$ cat src/rtl/axi_pkg.sv
// Shared AXI3 read-path types: burst and response codes, field widths, arbiter states.
// Latency: n/a (types and constants only).
// Backpressure: n/a.
package axi_pkg;

    localparam int AXI_SIZE_W  = 3;
    localparam int AXI_BURST_W = 2;
    localparam int AXI_RESP_W  = 2;

    typedef enum logic [1:0] {
        BURST_FIXED = 2'd0,
        BURST_INCR  = 2'd1,
        BURST_WRAP  = 2'd2
    } axi_burst_e;

    typedef enum logic [1:0] {
        RESP_OKAY   = 2'd0,
        RESP_EXOKAY = 2'd1,
        RESP_SLVERR = 2'd2,
        RESP_DECERR = 2'd3
    } axi_resp_e;

    typedef enum logic [1:0] {
        ST_IDLE = 2'd0,
        ST_ADDR = 2'd1,
        ST_DATA = 2'd2
    } arb_state_e;

endpackage

$ cat src/rtl/axi_rd_arb2_if.sv
// AXI3 read-path bundle (AR + R channels) shared by masters and the slave port.
// Latency: n/a (wires only).
// Backpressure: standard valid/ready on both channels.
interface axi_rd_arb2_if
    import axi_pkg::*;
#(
    parameter int ID_W   = 4,
    parameter int ADDR_W = 32,
    parameter int DATA_W = 32,
    parameter int LEN_W  = 4
);
    logic [ID_W-1:0]        arid;
    logic [ADDR_W-1:0]      araddr;
    logic [LEN_W-1:0]       arlen;
    logic [AXI_SIZE_W-1:0]  arsize;
    logic [AXI_BURST_W-1:0] arburst;
    logic                   arvalid;
    logic                   arready;

    logic [ID_W-1:0]        rid;
    logic [DATA_W-1:0]      rdata;
    logic [AXI_RESP_W-1:0]  rresp;
    logic                   rlast;
    logic                   rvalid;
    logic                   rready;

    // Issues reads: drives AR and R-ready.
    modport master (
        output arid, araddr, arlen, arsize, arburst, arvalid, rready,
        input  arready, rid, rdata, rresp, rlast, rvalid
    );

    // Serves reads: accepts AR and drives R data.
    modport slave (
        input  arid, araddr, arlen, arsize, arburst, arvalid, rready,
        output arready, rid, rdata, rresp, rlast, rvalid
    );
endinterface

$ cat src/rtl/rr_arb2.sv
// Two-requester round-robin arbiter; on contention the one not granted last wins.
// Latency: grant is combinational from req/en; pointer updates on the granting edge.
// Backpressure: en low suppresses all grants and freezes the pointer.
module rr_arb2 (
    input  logic       clk,
    input  logic       reset,
    input  logic [1:0] req,
    input  logic       en,
    output logic [1:0] gnt
);
    // 1 means requester 1 won most recently; reset value makes requester 0 win first
    logic last;

    // sole requester wins outright, contention goes to the one not served last
    always_comb begin
        gnt = 2'b00;
        if (en) begin
            if (req == 2'b11) gnt = last ? 2'b01 : 2'b10;
            else              gnt = req;
        end
    end

    // pointer moves only when a grant is actually issued
    always_ff @(posedge clk) begin
        if (reset)      last <= 1'b1;
        else if (|gnt)  last <= gnt[1];
    end
endmodule

$ cat src/rtl/axi_rd_arb2.sv
// Two-master AXI3 read arbiter: one burst outstanding, AR registered, R routed to the owner.
// Latency: grant at T gives s_arvalid at T+1; R path is zero-latency pass-through.
// Backpressure: s_arready holds AR stable; s_rready mirrors the owner's rready; stray beats stall.
module axi_rd_arb2
    import axi_pkg::*;
#(
    parameter int ID_W   = 4,
    parameter int ADDR_W = 32,
    parameter int DATA_W = 32,
    parameter int LEN_W  = 4
) (
    input  logic          aclk,
    input  logic          reset,
    axi_rd_arb2_if.slave  m0,
    axi_rd_arb2_if.slave  m1,
    axi_rd_arb2_if.master s,
    output logic          owner,
    output logic          busy,
    output logic          err_len,
    output logic          err_id
);
    typedef struct packed {
        logic [ID_W-1:0]        id;
        logic [ADDR_W-1:0]      addr;
        logic [LEN_W-1:0]       len;
        logic [AXI_SIZE_W-1:0]  size;
        logic [AXI_BURST_W-1:0] burst;
    } ar_t;

    arb_state_e       state, state_n;
    ar_t              ar_q, ar_win;
    logic [1:0]       req, gnt;
    logic [LEN_W-1:0] cnt;
    logic             past_len;   // beat with index arlen already seen; later beats go unchecked
    logic             owner_q;
    logic             own_rready;
    logic             beat;

    assign req = {m1.arvalid, m0.arvalid};

    rr_arb2 u_arb (
        .clk   (aclk),
        .reset (reset),
        .req   (req),
        .en    (state == ST_IDLE),
        .gnt   (gnt)
    );

    assign ar_win = gnt[1] ? {m1.arid, m1.araddr, m1.arlen, m1.arsize, m1.arburst}
                           : {m0.arid, m0.araddr, m0.arlen, m0.arsize, m0.arburst};

    assign own_rready = owner_q ? m1.rready : m0.rready;
    assign beat       = (state == ST_DATA) && s.rvalid && own_rready;

    // slave AR always shows the latched request; only s_arvalid qualifies it
    assign {s.arid, s.araddr, s.arlen, s.arsize, s.arburst} = ar_q;

    // R payload fans out to both masters; rvalid alone selects the receiver
    assign m0.rid   = s.rid;
    assign m0.rdata = s.rdata;
    assign m0.rresp = s.rresp;
    assign m0.rlast = s.rlast;
    assign m1.rid   = s.rid;
    assign m1.rdata = s.rdata;
    assign m1.rresp = s.rresp;
    assign m1.rlast = s.rlast;

    assign owner = owner_q;
    assign busy  = (state != ST_IDLE);

    // state register
    always_ff @(posedge aclk) begin
        if (reset) state <= ST_IDLE;
        else       state <= state_n;
    end

    // next state plus handshake outputs for each phase
    always_comb begin
        state_n    = state;
        m0.arready = gnt[0];
        m1.arready = gnt[1];
        s.arvalid  = 1'b0;
        s.rready   = 1'b0;
        m0.rvalid  = 1'b0;
        m1.rvalid  = 1'b0;
        case (state)
            ST_IDLE: begin
                if (|gnt) state_n = ST_ADDR;
            end
            ST_ADDR: begin
                s.arvalid = 1'b1;
                if (s.arready) state_n = ST_DATA;
            end
            ST_DATA: begin
                s.rready  = own_rready;
                m0.rvalid = s.rvalid && !owner_q;
                m1.rvalid = s.rvalid &&  owner_q;
                if (beat && s.rlast) state_n = ST_IDLE;
            end
            default: state_n = ST_IDLE;
        endcase
    end

    // request latch, owner, beat counter and registered error pulses
    always_ff @(posedge aclk) begin
        if (reset) begin
            ar_q     <= '0;
            owner_q  <= 1'b0;
            cnt      <= '0;
            past_len <= 1'b0;
            err_len  <= 1'b0;
            err_id   <= 1'b0;
        end else begin
            err_len <= 1'b0;
            err_id  <= 1'b0;
            if (|gnt) begin
                ar_q    <= ar_win;
                owner_q <= gnt[1];
            end
            if (state == ST_ADDR && s.arready) begin
                cnt      <= '0;
                past_len <= 1'b0;
            end
            if (beat) begin
                cnt <= cnt + 1'b1;
                if (cnt == ar_q.len) past_len <= 1'b1;
                err_len <= !past_len && (s.rlast ? (cnt != ar_q.len) : (cnt == ar_q.len));
                err_id  <= (s.rid != ar_q.id);
            end
        end
    end
endmodule

$ cat src/flat_wrapper.sv
// flat-port wrapper written by rule: the top's interface ports become plain ports
module axi_rd_arb2_flat import axi_pkg::*;
#(
    parameter int ID_W   = 4,
    parameter int ADDR_W = 32,
    parameter int DATA_W = 32,
    parameter int LEN_W  = 4
)
  (aclk, reset, owner, busy, err_len, err_id, m0_arid, m0_araddr, m0_arlen, m0_arsize, m0_arburst, m0_arvalid, m0_rready, m0_arready, m0_rid, m0_rdata, m0_rresp, m0_rlast, m0_rvalid, m1_arid, m1_araddr, m1_arlen, m1_arsize, m1_arburst, m1_arvalid, m1_rready, m1_arready, m1_rid, m1_rdata, m1_rresp, m1_rlast, m1_rvalid, s_arid, s_araddr, s_arlen, s_arsize, s_arburst, s_arvalid, s_rready, s_arready, s_rid, s_rdata, s_rresp, s_rlast, s_rvalid);
  axi_rd_arb2_if #(.ID_W(ID_W), .ADDR_W(ADDR_W), .DATA_W(DATA_W), .LEN_W(LEN_W)) m0_i ();
  axi_rd_arb2_if #(.ID_W(ID_W), .ADDR_W(ADDR_W), .DATA_W(DATA_W), .LEN_W(LEN_W)) m1_i ();
  axi_rd_arb2_if #(.ID_W(ID_W), .ADDR_W(ADDR_W), .DATA_W(DATA_W), .LEN_W(LEN_W)) s_i ();
  input  logic aclk;
  input  logic reset;
  output logic owner;
  output logic busy;
  output logic err_len;
  output logic err_id;
  input wire logic [$bits(m0_i.arid)-1:0] m0_arid;
  input wire logic [$bits(m0_i.araddr)-1:0] m0_araddr;
  input wire logic [$bits(m0_i.arlen)-1:0] m0_arlen;
  input wire logic [$bits(m0_i.arsize)-1:0] m0_arsize;
  input wire logic [$bits(m0_i.arburst)-1:0] m0_arburst;
  input wire logic [$bits(m0_i.arvalid)-1:0] m0_arvalid;
  input wire logic [$bits(m0_i.rready)-1:0] m0_rready;
  output wire logic [$bits(m0_i.arready)-1:0] m0_arready;
  output wire logic [$bits(m0_i.rid)-1:0] m0_rid;
  output wire logic [$bits(m0_i.rdata)-1:0] m0_rdata;
  output wire logic [$bits(m0_i.rresp)-1:0] m0_rresp;
  output wire logic [$bits(m0_i.rlast)-1:0] m0_rlast;
  output wire logic [$bits(m0_i.rvalid)-1:0] m0_rvalid;
  input wire logic [$bits(m1_i.arid)-1:0] m1_arid;
  input wire logic [$bits(m1_i.araddr)-1:0] m1_araddr;
  input wire logic [$bits(m1_i.arlen)-1:0] m1_arlen;
  input wire logic [$bits(m1_i.arsize)-1:0] m1_arsize;
  input wire logic [$bits(m1_i.arburst)-1:0] m1_arburst;
  input wire logic [$bits(m1_i.arvalid)-1:0] m1_arvalid;
  input wire logic [$bits(m1_i.rready)-1:0] m1_rready;
  output wire logic [$bits(m1_i.arready)-1:0] m1_arready;
  output wire logic [$bits(m1_i.rid)-1:0] m1_rid;
  output wire logic [$bits(m1_i.rdata)-1:0] m1_rdata;
  output wire logic [$bits(m1_i.rresp)-1:0] m1_rresp;
  output wire logic [$bits(m1_i.rlast)-1:0] m1_rlast;
  output wire logic [$bits(m1_i.rvalid)-1:0] m1_rvalid;
  output wire logic [$bits(s_i.arid)-1:0] s_arid;
  output wire logic [$bits(s_i.araddr)-1:0] s_araddr;
  output wire logic [$bits(s_i.arlen)-1:0] s_arlen;
  output wire logic [$bits(s_i.arsize)-1:0] s_arsize;
  output wire logic [$bits(s_i.arburst)-1:0] s_arburst;
  output wire logic [$bits(s_i.arvalid)-1:0] s_arvalid;
  output wire logic [$bits(s_i.rready)-1:0] s_rready;
  input wire logic [$bits(s_i.arready)-1:0] s_arready;
  input wire logic [$bits(s_i.rid)-1:0] s_rid;
  input wire logic [$bits(s_i.rdata)-1:0] s_rdata;
  input wire logic [$bits(s_i.rresp)-1:0] s_rresp;
  input wire logic [$bits(s_i.rlast)-1:0] s_rlast;
  input wire logic [$bits(s_i.rvalid)-1:0] s_rvalid;
  assign m0_i.arid = m0_arid;
  assign m0_i.araddr = m0_araddr;
  assign m0_i.arlen = m0_arlen;
  assign m0_i.arsize = m0_arsize;
  assign m0_i.arburst = m0_arburst;
  assign m0_i.arvalid = m0_arvalid;
  assign m0_i.rready = m0_rready;
  assign m0_arready = m0_i.arready;
  assign m0_rid = m0_i.rid;
  assign m0_rdata = m0_i.rdata;
  assign m0_rresp = m0_i.rresp;
  assign m0_rlast = m0_i.rlast;
  assign m0_rvalid = m0_i.rvalid;
  assign m1_i.arid = m1_arid;
  assign m1_i.araddr = m1_araddr;
  assign m1_i.arlen = m1_arlen;
  assign m1_i.arsize = m1_arsize;
  assign m1_i.arburst = m1_arburst;
  assign m1_i.arvalid = m1_arvalid;
  assign m1_i.rready = m1_rready;
  assign m1_arready = m1_i.arready;
  assign m1_rid = m1_i.rid;
  assign m1_rdata = m1_i.rdata;
  assign m1_rresp = m1_i.rresp;
  assign m1_rlast = m1_i.rlast;
  assign m1_rvalid = m1_i.rvalid;
  assign s_arid = s_i.arid;
  assign s_araddr = s_i.araddr;
  assign s_arlen = s_i.arlen;
  assign s_arsize = s_i.arsize;
  assign s_arburst = s_i.arburst;
  assign s_arvalid = s_i.arvalid;
  assign s_rready = s_i.rready;
  assign s_i.arready = s_arready;
  assign s_i.rid = s_rid;
  assign s_i.rdata = s_rdata;
  assign s_i.rresp = s_rresp;
  assign s_i.rlast = s_rlast;
  assign s_i.rvalid = s_rvalid;
  axi_rd_arb2 #(.ID_W(ID_W), .ADDR_W(ADDR_W), .DATA_W(DATA_W), .LEN_W(LEN_W)) u_core (.aclk(aclk), .reset(reset), .m0(m0_i), .m1(m1_i), .s(s_i), .owner(owner), .busy(busy), .err_len(err_len), .err_id(err_id));
endmodule
$ cat config.mk
export PLATFORM = sky130hd
export DESIGN_NAME = axi_rd_arb2_flat
export DESIGN_NICKNAME = d
export VERILOG_FILES = /design/src/rtl/axi_pkg.sv /design/src/rtl/axi_rd_arb2_if.sv /design/src/rtl/rr_arb2.sv /design/src/rtl/axi_rd_arb2.sv /design/src/flat_wrapper.sv
export SDC_FILE = /design/constraint.sdc
export NUM_CORES = 1
export LEC_CHECK = 0
export ABC_AREA = 1
export ABC_CLOCK_PERIOD_IN_PS = 1450
export BUFFER_PORTS_ARGS = -buffer_cell sky130_fd_sc_hd__buf_4
export CAP_MARGIN = 30
export CORE_ASPECT_RATIO = 0.75
export CORE_MARGIN = 2
export CORE_UTILIZATION = 30
export DETAILED_ROUTE_END_ITERATION = 7
export PLACE_DENSITY_LB_ADDON = 0.05
export SYNTH_ARGS = -nofsm -noshare
export SYNTH_HDL_FRONTEND = slang
export SYNTH_SLANG_ARGS = --single-unit
$ cat constraint.sdc
create_clock -name aclk -period 1.45 [get_ports aclk]
set_input_delay 0.145 -clock aclk [delete_from_list [all_inputs] [get_ports aclk]]
set_output_delay 0.145 -clock aclk [all_outputs]
set_load 0.02 [all_outputs]
==> results of run 1 <==
-- registers in the layout (all words and copies together), names as in the netlist --
| name | flops |
|---|---|
| u_core.s.arlen | 4 |
| u_core.s.arburst | 2 |
| u_core.s.arid | 4 |
| u_core.s.araddr | 32 |
| u_core.err_id | 1 |
| u_core.owner | 1 |
| u_core.state | 2 |
| u_core.cnt | 4 |
| u_core.u_arb.last | 1 |
| u_core.err_len | 1 |
| u_core.past_len | 1 |
| u_core.s.arsize | 3 |
-- worst min-delay path by stage --
| stage | startpoint | end | slack [ns] | cells after the start |
|---|---|---|---|---|
| final | reset | u_core.state[1]$_SDFFE_PP0P_ | 0.06 | 2 |
| after global routing | reset | u_core.cnt[3]$_SDFFE_PP0P_ | 0.06 | 2 |
| after CTS | reset | u_core.state[1]$_SDFFE_PP0P_ | 0.05 | 2 |
| after detailed placement | s_rdata[0] | m0_rdata[0] | 0.29 | 0 |
| after global placement | s_rdata[0] | m0_rdata[0] | 0.29 | 0 |
| after floorplan | reset | u_core.cnt[2]$_SDFFE_PP0P_ | 0.21 | 1 |
-- cell type report --
type                       count  area, um^2
sequential                    56        1120
fill                        1300        6980
multi-input combinational    340        1470
clock inverter                 2        10.0
clock buffer                   6         139
timing repair buffer         184        1520
inverter                      69         259
tap                          162         203
-- metrics by stage --
| stage | cell area [um^2] | std cells |
|---|---|---|
| 6_report | 4720 | 819 |
| 5_1_grt | 4720 | 819 |
| 4_1_cts | 4600 | 813 |
| 3_5_place_dp | 4400 | 801 |
| 3_3_place_gp | 4400 | 801 |
| 2_1_floorplan | 3630 | 567 |
-- where the power goes --
| part | switching (mW) | internal (mW) | leakage (nW) |
|---|---|---|---|
| registers | 0.129 | 1.75 | 0.464 |
| logic | 1.03 | 0.865 | 2.11 |
| clock network | 0.564 | 0.683 | 0.0766 |
-- placed cells by master, fill, tap and decap left out --
master / count
clkbuf_16: 10
xnor2_1: 2
nor2_4: 1
clkinv_2: 2
buf_4: 175
o21ai_0: 46
dfxtp_2: 3
o211ai_1: 1
buf_12: 4
a21boi_2: 1
dfxtp_1: 53
nand3_1: 7
nand2_8: 1
o21bai_1: 1
nor2_1: 139
o21ai_1: 1
a21oi_1: 6
ha_1: 1
nand2_1: 118
xor2_1: 4
inv_1: 69
nor2_2: 8
clkbuf_8: 1
a31oi_1: 1
nand3_2: 1
nand2_4: 1
-- per-layer routing --
layer	routed length [um]	track usage, %	vias up
met2	4500	21.8	111
met4	96	3.68	0
met1	4640	18.4	1439
met3	978	6.35	18
met5	0	0	-
li1	-	-	1789
-- what timing repair did --
item | CTS | global route
cloned | 1 | 5
buffers inserted | 3 | 2
hold endpoints to repair | 0 | 0
pin swaps | 2 | 4
endpoints found under the setup margin | 1 | 40
gates resized for setup | 1 | 3
-- logic make-up (layout without fill, tap and decap cells) --
group | after synthesis | after routing | share of synthesized area (%)
buffers and inverters | 171 | 261 | 29.0
AOI/OAI and AO/OA | 57 | 57 | 8.20
and+or+nand+nor | 276 | 276 | 30.1
xor gates and xnor gates | 6 | 6 | 1.45
adders and majority gates | 1 | 1 | 0.345
DFF | 56 | 56 | 30.9
==> impl_metrics.csv, run 1 <==
group,metric,value,unit
status,outcome,"finished, final reports clean",
clock_network,cts_buffers,5,
timing,post-route-min-period,1.38,ns
clock_network,clock_latency,0.30,ns
yosys,dominantRegCellSynth,"dfxtp_1",
timing,slew-limit-headroom,77.8,%
yosys,synth-seq-cells,56,
min_path,min_path_type,"primary input to register",
critical_path,r2r-start,"u_core.state[0]$_SDFFE_PP0P_",
flow_run,drv_cap,0,
yosys,syn_area_per_cell,6.40,um^2
layout,drive_above_1_share,31.7,%
layout,area_growth,30.0,%
die,die_y,99.3,um
yosys,netlist_area,0.00363,mm^2
timing,period_share,95.2,%
layout,n_antenna_cell,0,
timing,worst_pin_slew,0.333,ns
yosys,syn-num-nets,705,
pwr,power.density,1060,mW/mm^2
pwr,leakage,2.65,nW
yosys,synthArstFlopShare,0,%
global_routing,antenna_found_initial,0,
clock_network,clkTransAtPathRegs,0.07,ns
die,rows,34,
yosys,synth_top_cell_area_share,30.9,%
die,start_util,31.0,%
critical_path,worstPathArrival,1.24,ns
clock_network,cts.sinks,56,
timing,setup-violations-final,0,
critical_path,startpoint,"u_core.state[0]$_SDFFE_PP0P_",
yosys,ys_top_cells_by_count,"139 x nor2_1, 118 x nand2_1, 82 x buf_4, 69 x inv_1, 56 x dfxtp_1",
timing,worst_clock_skew,0.00715,ns
critical_path,path_cells,"nor2_4 > nand3_2 > inv_1 > buf_4",
placement,place.gp.congestion,0.745,
critical_path,rrSetupSlack,0.09,ns
yosys,ys_warn_count,0,
critical_path,cpLargestDelayFamily,"flip-flops",
yosys,ys_seq_area_share,30.9,%
critical_path,path_max_fanout,3,
route,dr_total_vias,3357,
die,die-area,0.0130,mm^2
critical_path,cp-endpoint,"m0_arready",
critical_path,crit_required,1.31,ns
timing,clock.fmax,724,MHz
critical_path,cp-end-kind,"output port",
timing,setup_slack,0.0693,ns
critical_path,cp_slowest_cell,"dfxtp_2",
route,ant_nets,0,
global_routing,grt_pass1_vias,3127,
die,coreArea,0.0117,mm^2
timing,hold_viol_final,0,
clock_network,cts_max_level,2,
global_routing,grt_max_degree,48,
timing,hold-worst-slack,0.0604,ns
critical_path,max_stage_delay,0.34,ns
yosys,synthCells,567,
global_routing,grt_pass1_wl,14800,um
timing,setup_tns,0,ns
timing,maxSlewViolCount,0,
die,fp.dieW,131,um
placement,dp_hpwl,6880,um
route,viasPerCell,4.10,
pwr,power.total,5.02,mW
yosys,ys_top_cells_by_area,"dfxtp_1 31%, buf_4 17%, nor2_1 14%, nand2_1 12%, inv_1 7.1%",
yosys,synth.largest_area_cell,"dfxtp_1",
placement,port_buffers,167,
critical_path,critPathLaunchType,"register",
die,pin_count,270,
clock_network,cts_tree,"built",
critical_path,worst-r2r-cell-count,8,
yosys,post-synth-top-count-cell,"nor2_1",
critical_path,path_depth,4,
global_routing,grt_overflow,0,
route,wl_per_cell,12.5,um
yosys,synth_edf_count,0,
layout,nets,794,
critical_path,r2r_end,"u_core.s.arlen[3]$_SDFFE_PP0P_",
critical_path,crit_type,"register to output port",
yosys,synth_cell_types,23,
global_routing,track_usage,14.3,%
critical_path,path_buf_inv,2,
route,postRouteWirelength,10200,um
pwr,max-vdd-ir-drop,0.485,mV
clock_network,cts_hold_buf,0,
route,dr.pass1.iters,4,
route,drtIter0Drc,128,
placement,dp_slack,0.111,ns
layout,final_util,40.3,%
clock_network,cts_buffer_depth,2,
clock_network,clockRootBuffer,"clkbuf_16",
route,drc,0,
(Power assumes the default switching activity.)
==> inputs of run 2 (changes only) <==
- SETUP_SLACK_MARGIN: default -> 0.1
==> impl_metrics.csv, run 2 (same netlist as run 1, synthesis figures left out) <==
group,metric,value,unit
status,outcome,"finished, final reports clean",
critical_path,max_stage_delay,0.34,ns
die,start_util,31.0,%
timing,rsz0062_at_grt,"yes",
route,wl_per_cell,13.7,um
die,coreArea,0.0117,mm^2
critical_path,crit_type,"register to register",
layout,nFillCells,1293,
route,dr.pass1.iters,4,
global_routing,track_usage,14.5,%
global_routing,antenna_found_initial,0,
pwr,p_int,3.52,mW
global_routing,grt_pass1_vias,3149,
global_routing,grt_overflow,0,
die,pin_count,270,
critical_path,cp-endpoint,"u_core.s.araddr[30]$_SDFFE_PP0P_",
timing,worst_clock_skew,0.00717,ns
timing,hold-worst-slack,0.0540,ns
route,drtIter0Drc,121,
clock_network,clkTransAtPathRegs,0.07,ns
pwr,p_clk_share,23.2,%
layout,nets,809,
critical_path,path_depth,8,
layout,fin_cells,834,
pwr,max-vdd-ir-drop,0.475,mV
layout,largest_reg_flops,32,
placement,dp_cells,801,
timing,clock.fmax,722,MHz
critical_path,path_buf_inv,2,
pwr,combPwrFrac,42.1,%
placement,postPlaceCellArea,0.00440,mm^2
pwr,power.total,5.41,mW
critical_path,cp-end-kind,"register",
global_routing,grt_max_degree,48,
timing,period_share,95.6,%
timing,post-route-min-period,1.39,ns
critical_path,path_max_fanout,6,
clock_network,cts.sinks,56,
timing,slew-limit-headroom,82.1,%
layout,area_growth,41.2,%
die,fp.dieW,131,um
layout,final_cell_mix,"173 x buf_4, 122 x nor2_1, 101 x nand2_1",
pwr,leakage,2.77,nW
die,die_y,99.3,um
route,postRouteWirelength,11400,um
clock_network,cts_hold_buf,0,
critical_path,crit_required,1.64,ns
timing,worst_pin_slew,0.268,ns
placement,place.gp.congestion,0.745,
pwr,switching_power,1.89,mW
route,dr_total_vias,3494,
placement,port_buffers,167,
die,die-area,0.0130,mm^2
pwr,power.density,1060,mW/mm^2
layout,layout_commonest_cell,"buf_4",
timing,setup-violations-final,0,
layout,n_antenna_cell,0,
critical_path,cp_slowest_cell,"dfxtp_2",
clock_network,clock_latency,0.30,ns
pwr,p_sw_share,35.0,%
critical_path,critPathLaunchType,"register",
critical_path,r2r-start,"u_core.state[0]$_SDFFE_PP0P_",
critical_path,path_cells,"nor2_4 > nand2_4 > buf_8 > nand2_8 > clkbuf_16 > nand2_1 > nor2_1 > nor2_1",
critical_path,crit_top_cell,"nor2_1",
critical_path,r2r_end,"u_core.s.araddr[30]$_SDFFE_PP0P_",
placement,dp_hpwl,6880,um
layout,final_cell_area,0.00512,mm^2
clock_network,cts_tree,"built",
timing,hold_viol_final,0,
route,ant_nets,0,
flow_run,drv_cap,0,
timing,maxSlewViolCount,0,
timing,setup_tns,0,ns
route,viasPerCell,4.19,
clock_network,cts_max_level,2,
global_routing,grt_pass1_wl,15100,um
min_path,min_path_type,"primary input to register",
critical_path,startpoint,"u_core.state[0]$_SDFFE_PP0P_",
die,rows,34,
critical_path,worst-r2r-cell-count,8,
clock_network,clockRootBuffer,"clkbuf_16",
clock_network,cts_buffers,5,
route,drc,0,
layout,drive_above_1_share,38.7,%
critical_path,rrSetupSlack,0.06,ns
clock_network,cts_buffer_depth,2,
critical_path,worstPathArrival,1.57,ns
pwr,power.share.sequential,34.7,%
critical_path,cpLargestDelayFamily,"simple AND/OR/NAND/NOR gates",
## run 2: cell types whose count changed in the layout (fill, tap and decap cells not counted), moves of 4 or more
cell / previous run / this run
nand2_1: 118 / 101
nor2_2: 8 / 23
nand2_4: 1 / 5
nand2_2: 0 / 14
clkbuf_16: 10 / 14
buf_6: 0 / 7
nor2_1: 139 / 122
## run 2: cell type report
type / count / area (um^2) / share of cell area, %
clock buffer: 6 / 139 / 2.71
clock inverter: 2 / 10.0 / 0.195
sequential: 56 / 1130 / 22.0
multi-input combinational: 342 / 1610 / 31.5
tap: 162 / 203 / 3.96
inverter: 69 / 264 / 5.15
timing repair buffer: 197 / 1770 / 34.5
## run 2: how the worst min path moves through the flow
stage	from	to	cells after the start
floorplan	reset	u_core.cnt[2]$_SDFFE_PP0P_	1
global route	reset	u_core.owner$_SDFFE_PP0P_	2
detailed placement	s_rdata[0]	m0_rdata[0]	0
global placement	s_rdata[0]	m0_rdata[0]	0
finish	reset	u_core.owner$_SDFFE_PP0P_	2
CTS	reset	u_core.state[1]$_SDFFE_PP0P_	2
## run 2: layer usage
metal  vias up  share of wire, %  routed length [um]  GRT usage, %
li1       1824                 -                   -             -
met1      1538                46                5200          18.6
met2       115                45                5090          22.5
met3        17               8.8                1010          6.19
met4         0              0.82                  94          3.68
met5         -                 0                   0             0
## run 2: power by group through the flow
stage / Clock, mW / Combinational, mW / Sequential, mW
after detailed placement: 0 / 1.73 / 1.90
after floorplan: 0 / 1.10 / 2.12
after CTS: 1.32 / 1.80 / 1.87
final: 1.26 / 2.28 / 1.88
after global placement: 0 / 1.73 / 1.91
after global routing: 1.37 / 2.48 / 1.90
## run 2: worst register-to-register path: cells and delay by family (launching register included)
| family | cells | cell delay (ns) |
|---|---|---|
| flip-flops | 1 | 0.34 |
| buffers and inverters | 2 | 0.33 |
| AND/OR/NAND/NOR | 6 | 0.61 |
## run 2: repair_timing
action / CTS / global route
pin swaps: 2 / 39
cloned: 2 / 15
resized for setup: 3 / 59
setup buffers: 4 / 5
endpoints found under the hold margin: 0 / 0
setup endpoints to repair: 5 / 50
## run 2: through the flow
stage | util (%) | setup WS, ns
after detailed placement | 37.6 | 0.111
after global routing | 43.8 | -0.0119
after floorplan | - | 0.272
after CTS | 39.6 | 0.0458
final | 43.8 | 0.0643
after global placement | 37.6 | 0.127
==> inputs of run 3 (changes only) <==
- PLACE_DENSITY_LB_ADDON: 0.05 -> default
==> impl_metrics.csv, run 3 (same netlist as run 1, synthesis figures left out) <==
group,metric,value,unit
die,rows,34,
placement,port_buffers,167,
placement,place.gp.congestion,0.727,
placement,dp_cells,800,
route,wl_per_cell,12.5,um
global_routing,antenna_found_initial,0,
global_routing,grt_max_degree,53,
clock_network,cts_buffers,5,
clock_network,cts.sinks,56,
timing,slew-limit-headroom,82.0,%
timing,period_share,97.0,%
layout,nFillCells,1255,
critical_path,crit_required,1.31,ns
die,fp.dieW,131,um
critical_path,max_stage_delay,0.34,ns
timing,rsz0062_at_grt,"yes",
critical_path,path_max_fanout,3,
clock_network,cts_tree,"built",
global_routing,grt_pass1_vias,3279,
route,viasPerCell,4.28,
timing,setup-violations-final,0,
status,outcome,"finished, final reports clean",
placement,dp_hpwl,6710,um
route,ant_nets,0,
route,dr.pass1.iters,4,
die,coreArea,0.0117,mm^2
timing,maxSlewViolCount,0,
die,die_y,99.3,um
clock_network,cts_buffer_depth,2,
timing,setup_tns,0,ns
clock_network,clockRootBuffer,"clkbuf_16",
route,dr_total_vias,3507,
flow_run,drv_cap,0,
clock_network,cts_hold_buf,0,
timing,worst_clock_skew,0.00402,ns
clock_network,cts_max_level,2,
min_path,min_path_type,"primary input to register",
critical_path,crit_type,"register to output port",
timing,clock.fmax,711,MHz
layout,nets,795,
global_routing,use_met1,15.8,%
layout,largest_reg_flops,32,
layout,drive_above_1_share,33.8,%
pwr,max-vdd-ir-drop,0.530,mV
die,pin_count,270,
route,drc,0,
pwr,power.density,1040,mW/mm^2
critical_path,path_cells,"nor2_4 > buf_4 > buf_4 > inv_1 > buf_4",
layout,final_cell_mix,"172 x buf_4, 130 x nor2_1, 118 x nand2_1",
layout,layout_commonest_cell,"buf_4",
critical_path,crit_top_cell,"buf_4",
layout,n_antenna_cell,0,
global_routing,grtUsageMet2,22.5,%
critical_path,worstPathArrival,1.26,ns
global_routing,track_usage,13.7,%
timing,worst_pin_slew,0.270,ns
route,drtIter0Drc,109,
critical_path,cp_slowest_cell,"dfxtp_2",
global_routing,grt_pass1_wl,14500,um
pwr,leakage,2.67,nW
global_routing,grt_util_met3,7.15,%
layout,fin_cells,819,
critical_path,critPathLaunchType,"register",
layout,final_util,41.2,%
global_routing,grt_overflow,0,
layout,area_growth,32.9,%
die,die-area,0.0130,mm^2
clock_network,clkTransAtPathRegs,0.07,ns
critical_path,cp-end-kind,"output port",
clock_network,clock_latency,0.29,ns
global_routing,top_usage_layer,"met2",
timing,post-route-min-period,1.41,ns
timing,hold_viol_final,0,
route,postRouteWirelength,10200,um
die,start_util,31.0,%
run 3: final cells by class:
type                       instances  area [um^2]  share of cell area, %
timing repair buffer             185         1570                   32.6
inverter                          69          264                   5.47
sequential                        56         1130                   23.5
multi-input combinational        340         1520                   31.4
clock inverter                     1         5.00                  0.104
tap                              162          203                   4.20
clock buffer                       6          129                   2.67
run 3: what timing repair did:
item,4_1_cts,5_1_grt
pin swaps,2,7
cloned,2,5
setup buffers,3,2
gates resized for setup,4,26
endpoints found under the setup margin,5,53
run 3: metrics by stage:
step	instance area (um^2)	hold WS, ns	total power, mW	setup WS (ns)
floorplan	3630	0.214	3.22	0.272
global placement	4390	0.290	3.59	0.137
detailed placement	4390	0.290	3.62	0.0916
CTS	4620	0.0653	4.89	0.0912
global route	4820	0.0565	5.32	-0.00984
finish	4820	0.0691	5.01	0.0436
run 3: worst max-delay path: cells and delay by family, from the launching register on:
kind | cells | cell delay [ns]
buf+inv | 4 | 0.41
simple gates | 1 | 0.22
flops | 1 | 0.34
run 3: where the power goes:
part,internal [mW],switching [mW]
Sequential,1.74,0.131
Combinational,0.907,1.06
Clock,0.630,0.538
run 3: final timing paths:
check                           cells past startpoint                          endpoint  slack [ns]                         start
worst max-delay path                                5                              busy        0.04  u_core.state[0]$_SDFFE_PP0P_
worst min-delay path                                2         u_core.owner$_SDFFE_PP0P_        0.07                         reset
worst max register to register                      7  u_core.s.araddr[22]$_SDFFE_PP0P_        0.08  u_core.state[0]$_SDFFE_PP0P_
worst min register to register                      2        u_core.past_len$_SDFF_PP0_        0.50    u_core.past_len$_SDFF_PP0_
run 3: routing by layer:
metal | vias to the layer above | wire length, um
met5 | - | 0
met4 | 0 | 47
met3 | 8 | 942
met2 | 144 | 4700
met1 | 1565 | 4520
li1 | 1790 | -
